File: config.mk
export PLATFORM = sky130hd
export DESIGN_NAME = iddr_deser
export DESIGN_NICKNAME = d
export VERILOG_FILES = /design/src/rtl/iddr_pkg.sv /design/src/rtl/iddr_lane.sv /design/src/rtl/iddr_deser.sv
export SDC_FILE = /design/constraint.sdc
export NUM_CORES = 1
export LEC_CHECK = 0
export ABC_AREA = 1
export CAP_MARGIN = 10
export CELL_PAD_IN_SITES_DETAIL_PLACEMENT = 1
export CELL_PAD_IN_SITES_GLOBAL_PLACEMENT = 2
export CORE_MARGIN = 4
export CORE_UTILIZATION = 29
export CTS_CLUSTER_DIAMETER = 120
export CTS_CLUSTER_SIZE = 25
export DETAILED_ROUTE_END_ITERATION = 7
export PLACE_DENSITY = 0.87
export SETUP_SLACK_MARGIN = 0.2
export SLEW_MARGIN = 20
export SYNTH_ARGS = -nofsm -noshare
export SYNTH_HDL_FRONTEND = slang
export SYNTH_HIERARCHICAL = 1
export SYNTH_SLANG_ARGS = --single-unit
File: constraint.sdc
create_clock -name C -period 1.2 [get_ports C]
set_input_delay 0.24 -clock C [delete_from_list [all_inputs] [get_ports C]]
set_output_delay 0.24 -clock C [all_outputs]
set_load 0.02 [all_outputs]
File: src/rtl/iddr_pkg.sv
// iddr_pkg: edge-mode encodings and parameter checks shared by the DDR capture blocks
package iddr_pkg;
  localparam logic [1:0] MODE_OPP  = 2'd0;
  localparam logic [1:0] MODE_SAME = 2'd1;
  localparam logic [1:0] MODE_PIPE = 2'd2;
  // unknown mode strings fall back to the pipelined mode
  function automatic logic [1:0] mode_enc(input string s);
    return s == "OPPOSITE_EDGE" ? MODE_OPP : s == "SAME_EDGE" ? MODE_SAME : MODE_PIPE;
  endfunction
  function automatic logic ratio_ok(input int r);
    return r >= 2 && r <= 8 && r % 2 == 0;
  endfunction
endpackage

File: src/rtl/iddr_lane.sv
// iddr_lane: one lane's rise/fall capture, negedge-to-posedge retiming and Q1/Q2 mode mux
module iddr_lane
  import iddr_pkg::*;
#(
  parameter logic [1:0] MODE    = MODE_PIPE,
  parameter logic       INIT_Q1 = 1'b0,
  parameter logic       INIT_Q2 = 1'b0
) (
  input  logic clk,
  input  logic rst,
  input  logic ce_i,
  input  logic d_i,
  output logic q1_o,
  output logic q2_o,
  output logic rise_o,
  output logic fall_o
);
  logic rise_q, rise_dly_q, fall_q, fall_ret_q;
  // falling-edge sample, also cleared on the falling edge while reset is held
  always_ff @(negedge clk)
    if (rst) fall_q <= INIT_Q2;
    else if (ce_i) fall_q <= d_i;
  // rising-edge sample, its one-cycle delay, and the fall sample moved onto the rising edge
  always_ff @(posedge clk)
    if (rst) begin
      rise_q     <= INIT_Q1;
      rise_dly_q <= INIT_Q1;
      fall_ret_q <= INIT_Q2;
    end else if (ce_i) begin
      rise_q     <= d_i;
      rise_dly_q <= rise_q;
      fall_ret_q <= fall_q;
    end
  // edge-mode select; the pipelined mode pairs the delayed rise with the retimed fall
  always_comb begin
    q1_o = MODE == MODE_PIPE ? rise_dly_q : rise_q;
    q2_o = MODE == MODE_OPP ? fall_q : fall_ret_q;
  end
  // the delayed rise and retimed fall form the (r_n, f_n) pair seen two edges later
  assign rise_o = rise_dly_q;
  assign fall_o = fall_ret_q;
endmodule

File: src/rtl/iddr_deser.sv
// iddr_deser: multi-lane input DDR capture with a shared word deserializer and bitslip
module iddr_deser
  import iddr_pkg::*;
#(
  parameter int    WIDTH        = 1,
  parameter int    RATIO        = 4,
  parameter string DDR_CLK_EDGE = "SAME_EDGE_PIPELINED",
  parameter logic  INIT_Q1      = 1'b0,
  parameter logic  INIT_Q2      = 1'b0
) (
  input  logic                   C,
  input  logic                   R,
  input  logic                   CE,
  input  logic [WIDTH-1:0]       D,
  input  logic                   BITSLIP,
  output logic [WIDTH-1:0]       Q1,
  output logic [WIDTH-1:0]       Q2,
  output logic [WIDTH*RATIO-1:0] DOUT,
  output logic                   DVALID
);
  localparam logic [1:0] MODE = mode_enc(DDR_CLK_EDGE);
  localparam logic [1:0] LAST = 2'(RATIO / 2 - 1);
  if (!ratio_ok(RATIO)) begin : g_bad_ratio
    $error("iddr_deser: RATIO must be even and within 2..8");
  end
  logic [WIDTH-1:0] rise, fall;
  logic [WIDTH-1:0][RATIO:0] hist_q, hist_d;
  logic [WIDTH*RATIO-1:0] word, dout_q;
  logic [1:0] cnt_q, cnt_d, v_q;
  logic off_q, pend_q, rdy_q, dvalid_q;
  logic shift, slip, hold, done;
  for (genvar l = 0; l < WIDTH; l++) begin : g_lane
    iddr_lane #(.MODE(MODE), .INIT_Q1(INIT_Q1), .INIT_Q2(INIT_Q2)) u_lane (
      .clk(C), .rst(R), .ce_i(CE), .d_i(D[l]),
      .q1_o(Q1[l]), .q2_o(Q2[l]), .rise_o(rise[l]), .fall_o(fall[l])
    );
  end
  // pair shifting, slip-adjusted pair counting and word extraction at the current offset
  always_comb begin
    shift  = v_q[1];
    slip   = BITSLIP && !pend_q;
    hold   = slip && !off_q;
    done   = shift && !hold && cnt_q == LAST;
    cnt_d  = shift && !hold ? (done ? 2'd0 : cnt_q + 2'd1) : cnt_q;
    hist_d = hist_q;
    word   = '0;
    for (int l = 0; l < WIDTH; l++) begin
      hist_d[l] = shift ? {hist_q[l][RATIO-2:0], rise[l], fall[l]} : hist_q[l];
      word[l*RATIO +: RATIO] = off_q ? hist_q[l][RATIO:1] : hist_q[l][RATIO-1:0];
    end
  end
  // shared deserializer state; v_q marks when the capture pipeline carries post-reset pairs
  always_ff @(posedge C)
    if (R) begin
      cnt_q    <= '0;
      v_q      <= '0;
      off_q    <= 1'b0;
      pend_q   <= 1'b0;
      rdy_q    <= 1'b0;
      hist_q   <= '0;
      dout_q   <= '0;
      dvalid_q <= 1'b0;
    end else if (CE) begin
      cnt_q    <= cnt_d;
      v_q      <= {v_q[0], 1'b1};
      off_q    <= off_q ^ slip;
      pend_q   <= slip;
      rdy_q    <= done;
      hist_q   <= hist_d;
      dvalid_q <= rdy_q;
      if (rdy_q) dout_q <= word;
    end else dvalid_q <= 1'b0;
  assign DOUT   = dout_q;
  assign DVALID = dvalid_q;
endmodule
# Word-level counts from Yosys, hierarchy flattened
# Cells that the tools add are included.
[totals]
out_inout_bits = 7
in_bits = 5
elab_cells = 29
regBits = 21
[op_classes]
addsub = 1
muxes = 2
bitwise = 2
reduce_logical = 11
n_eq_ne = 1
[op_table]
columns = ["operator", "n"]
rows = [
  ["$reduce_and A2 Y1", 3],
  ["$logic_and A1 B1 Y1", 4],
  ["$mux W4", 1],
  ["$logic_not A1 Y1", 3],
  ["$add A2 B1 Y2 const B", 1],
  ["$eq A2 B1 Y1 const B", 1],
  ["$mux W2", 1],
  ["$reduce_or A2 Y1", 1],
  ["$not A1 Y1", 1],
  ["$xor A1 B1 Y1", 1],
]

# Depth between registers and ports, before layout
# Gate-level depths: netlist (run 1).
[depth]
ltp_word = 7
depth_mapped = 8

# Modules after synthesis
# Netlist (run 1), hierarchy kept.
[modules_own_cells]
columns = ["module", "cells_each", "seq_area_each_um2", "n_inst", "area_each_um2"]
rows = [
  ["iddr_deser", 96, 340.3, 1, 704.4],
  ["iddr_lane", 20, 80.1, 1, 152.6],
]

==> impl_metrics.tcl, run 1 <==
set metrics [dict create \
    start_util_pct 30.8 \
    place_congestion 0.758 \
    syn_to_final_growth_pct 32.6 \
    arrival_ns 1.41 \
    p_per_area_nw_per_um2 1130 \
    p_seq_share_pct 58.3 \
    final_cell_mix "nor2_1, nand2_1, dfxtp_1" \
    power.net_switching_uw 347 \
    crit_path_cell_trace "nor2_2, nor2_1" \
    netlist_instances 116 \
    clk_latency_ns 0.37 \
    fin_ws_ns 0.0171 \
    avgViaCountPerCell 4.43 \
    vias 749 \
    numCtsBuffers 3 \
    hold_class "input port to flip-flop" \
    worst_path_largest_cell_delay_ns 0.32 \
    relSlewSlack_pct 86.8 \
    grt_pass1_wl_um 3060 \
    seq_area_frac_synth_pct 49.1 \
    peakVddDrop_mv 0.752 \
    p_sw_share_pct 27.1 \
    rsz0062_at_grt "true" \
    cts_htree_levels 1 \
    cp_data_required_time_ns 1.43 \
    design.core.area_sq_um 2780 \
    grt_usage_pct 9.92 \
    syn_area_per_cell_sq_um 7.39 \
    num_rows 19 \
    io_pins 12 \
    clockRootBuffer "clkbuf_4" \
    critPathLaunchType "flip-flop" \
    port_buffers 11 \
    fp.dieH_um 62.4 \
    crit_slowest_cell "dfxtp_2" \
    report.final.slew_viol_count 0 \
    grt_max_degree 13 \
    n_antenna_cell 0 \
    tightest_slew_ns 0.196 \
    drc 0 \
    p_comb_share_pct 13.2 \
    setup.worst_path.class "flip-flop to flip-flop" \
    synth-seq-cells 21 \
    drv_cap 0 \
    p_int_uw 934 \
    power_mw 1.28 \
    fill_cells 357 \
    p_leak_nw 0.517 \
    ant_nets 0 \
    skew_ns 0.0509 \
    yosys_warnings 6 \
    pwr-share-clk_pct 28.6 \
    layout-drive-gt1-share_pct 36.2 \
    syn_nets 122 \
    setup_viol 0 \
    clkSlewWorstSetupHoldPaths_ns 0.12 \
    place_ws_ns -0.629 \
    synth_area_sq_um 857 \
    clock-sinks 21 \
    status "complete, no violations" \
    dp_hpwl_um 1320 \
    hold_slack_ns 0.365 \
    die_area_sq_um 3890 \
    end_kind "flip-flop" \
    holdBufCountCts 0 \
    grt_pass1_vias 768 \
    wl_um 1740 \
    cp_max_fo 2 \
    clockBufferDepth 2 \
    fp.dieW_um 62.4 \
    hold_violations 0 \
    dr.pass1.iters 3 \
    cts_tree "done" \
    antenna_found_initial 0 \
    grt_overflow 0 \
    nNetsFinal 145 \
    layout_commonest_cell "nor2_1" \
    wl_per_cell_um 10.3 \
    drtIter0Drc 12 \
    yosysUniqueCellTypes 15 \
]
repair_timing:
action	in CTS	in global routing
pin swaps	5	4
buffers inserted	3	0
gates resized for setup	60	7
endpoints found under the setup margin	26	13
cell usage after synthesis:
master    n  area share, %
a21oi_1   6            3.5
buf_4     2            1.8
buf_6     2            2.6
dfxtp_1  21             49
ha_1      1            1.5
inv_1    14            6.1
inv_2     2           0.88
inv_4     1           0.73
nand2_1  18            7.9
nand2_4   2            2.6
nand3_1   5            2.9
nor2_1   30             13
nor2_2    1           0.73
o21ai_0  10            5.8
or2_2     1           0.73
sequential cells by signal (all words and copies together), names as in the netlist, 2 cells and up:
register / cells
hist_q: 5
cnt_q: 2
DOUT: 4
v_q: 2
routing by layer:
metal	part of all wire, %	track usage, %	wire [um]	vias up
met3	4.8	2.34	83	5
met1	44	10.8	774	333
met5	0	0	0	-
li1	-	-	-	397
met2	47	16.6	825	14
met4	3.3	7.16	57	0
logic make-up (layout without fill, tap and decap cells):
logic type / after synthesis / in the layout / share of synthesized area, %
AOI/OAI and AO/OA: 16 / 16 / 9.34
adders and majority gates: 1 / 1 / 1.46
buffers and inverters: 21 / 43 / 12.1
DFF: 21 / 21 / 49.1
and+or+nand+nor: 57 / 57 / 28.0
power by group through the flow:
stage	clock network (mW)	logic, mW	registers (mW)
floorplan	0.0104	0.0960	0.761
global placement	0.0104	0.149	0.759
detailed placement	0.0104	0.155	0.760
CTS	0.386	0.163	0.747
global route	0.420	0.192	0.751
finish	0.366	0.168	0.746
final cells by class:
cell class / count / area (sq um) / area share, %
timing repair buffer: 22 / 191 / 16.9
clock inverter: 2 / 8.76 / 0.771
tap: 31 / 38.8 / 3.41
multi-input combinational: 74 / 374 / 32.9
clock buffer: 3 / 22.5 / 1.98
sequential: 21 / 430 / 37.9
inverter: 16 / 70.1 / 6.17
metrics by stage:
stage / utilization (%) / cell area [sq um] / TNS (ns) / std cells
final: 40.8 / 1140 / 0 / 169
after global routing: 40.8 / 1140 / -0.0140 / 169
after CTS: 40.2 / 1120 / -0.0171 / 169
after detailed placement: 37.8 / 1050 / -6.64 / 162
after global placement: 37.8 / 1050 / -5.75 / 162
after floorplan: - / 880 / 0 / 116
worst max-delay path, delay by kind of cell (launching register included):
kind             cells  cell delay (ns)
and+or+nand+nor      2             0.12
DFF                  1             0.32
path summary, 6_finish.rpt:
kind | depth (start not counted) | from | slack [ns] | endpoint
setup / recovery | 2 | g_lane[0].u_lane/fall_q | 0.02 | g_lane[0].u_lane/fall_o
hold / removal | 5 | CE | 0.37 | g_lane[0].u_lane/fall_o
setup reg to reg | 2 | g_lane[0].u_lane/fall_q | 0.02 | g_lane[0].u_lane/fall_o
hold reg to reg | 2 | cnt_q[1] | 0.45 | cnt_q[1]
No activity file was read; power rests on OpenSTA's default activity.
==> inputs of run 2 (changes only) <==
Settings changed: CTS_CLUSTER_DIAMETER 120 to default, HOLD_SLACK_MARGIN from default to 0.15.
==> results of run 2 <==
Same layout as run 1: the final DEF is identical, and so are final timing and power.
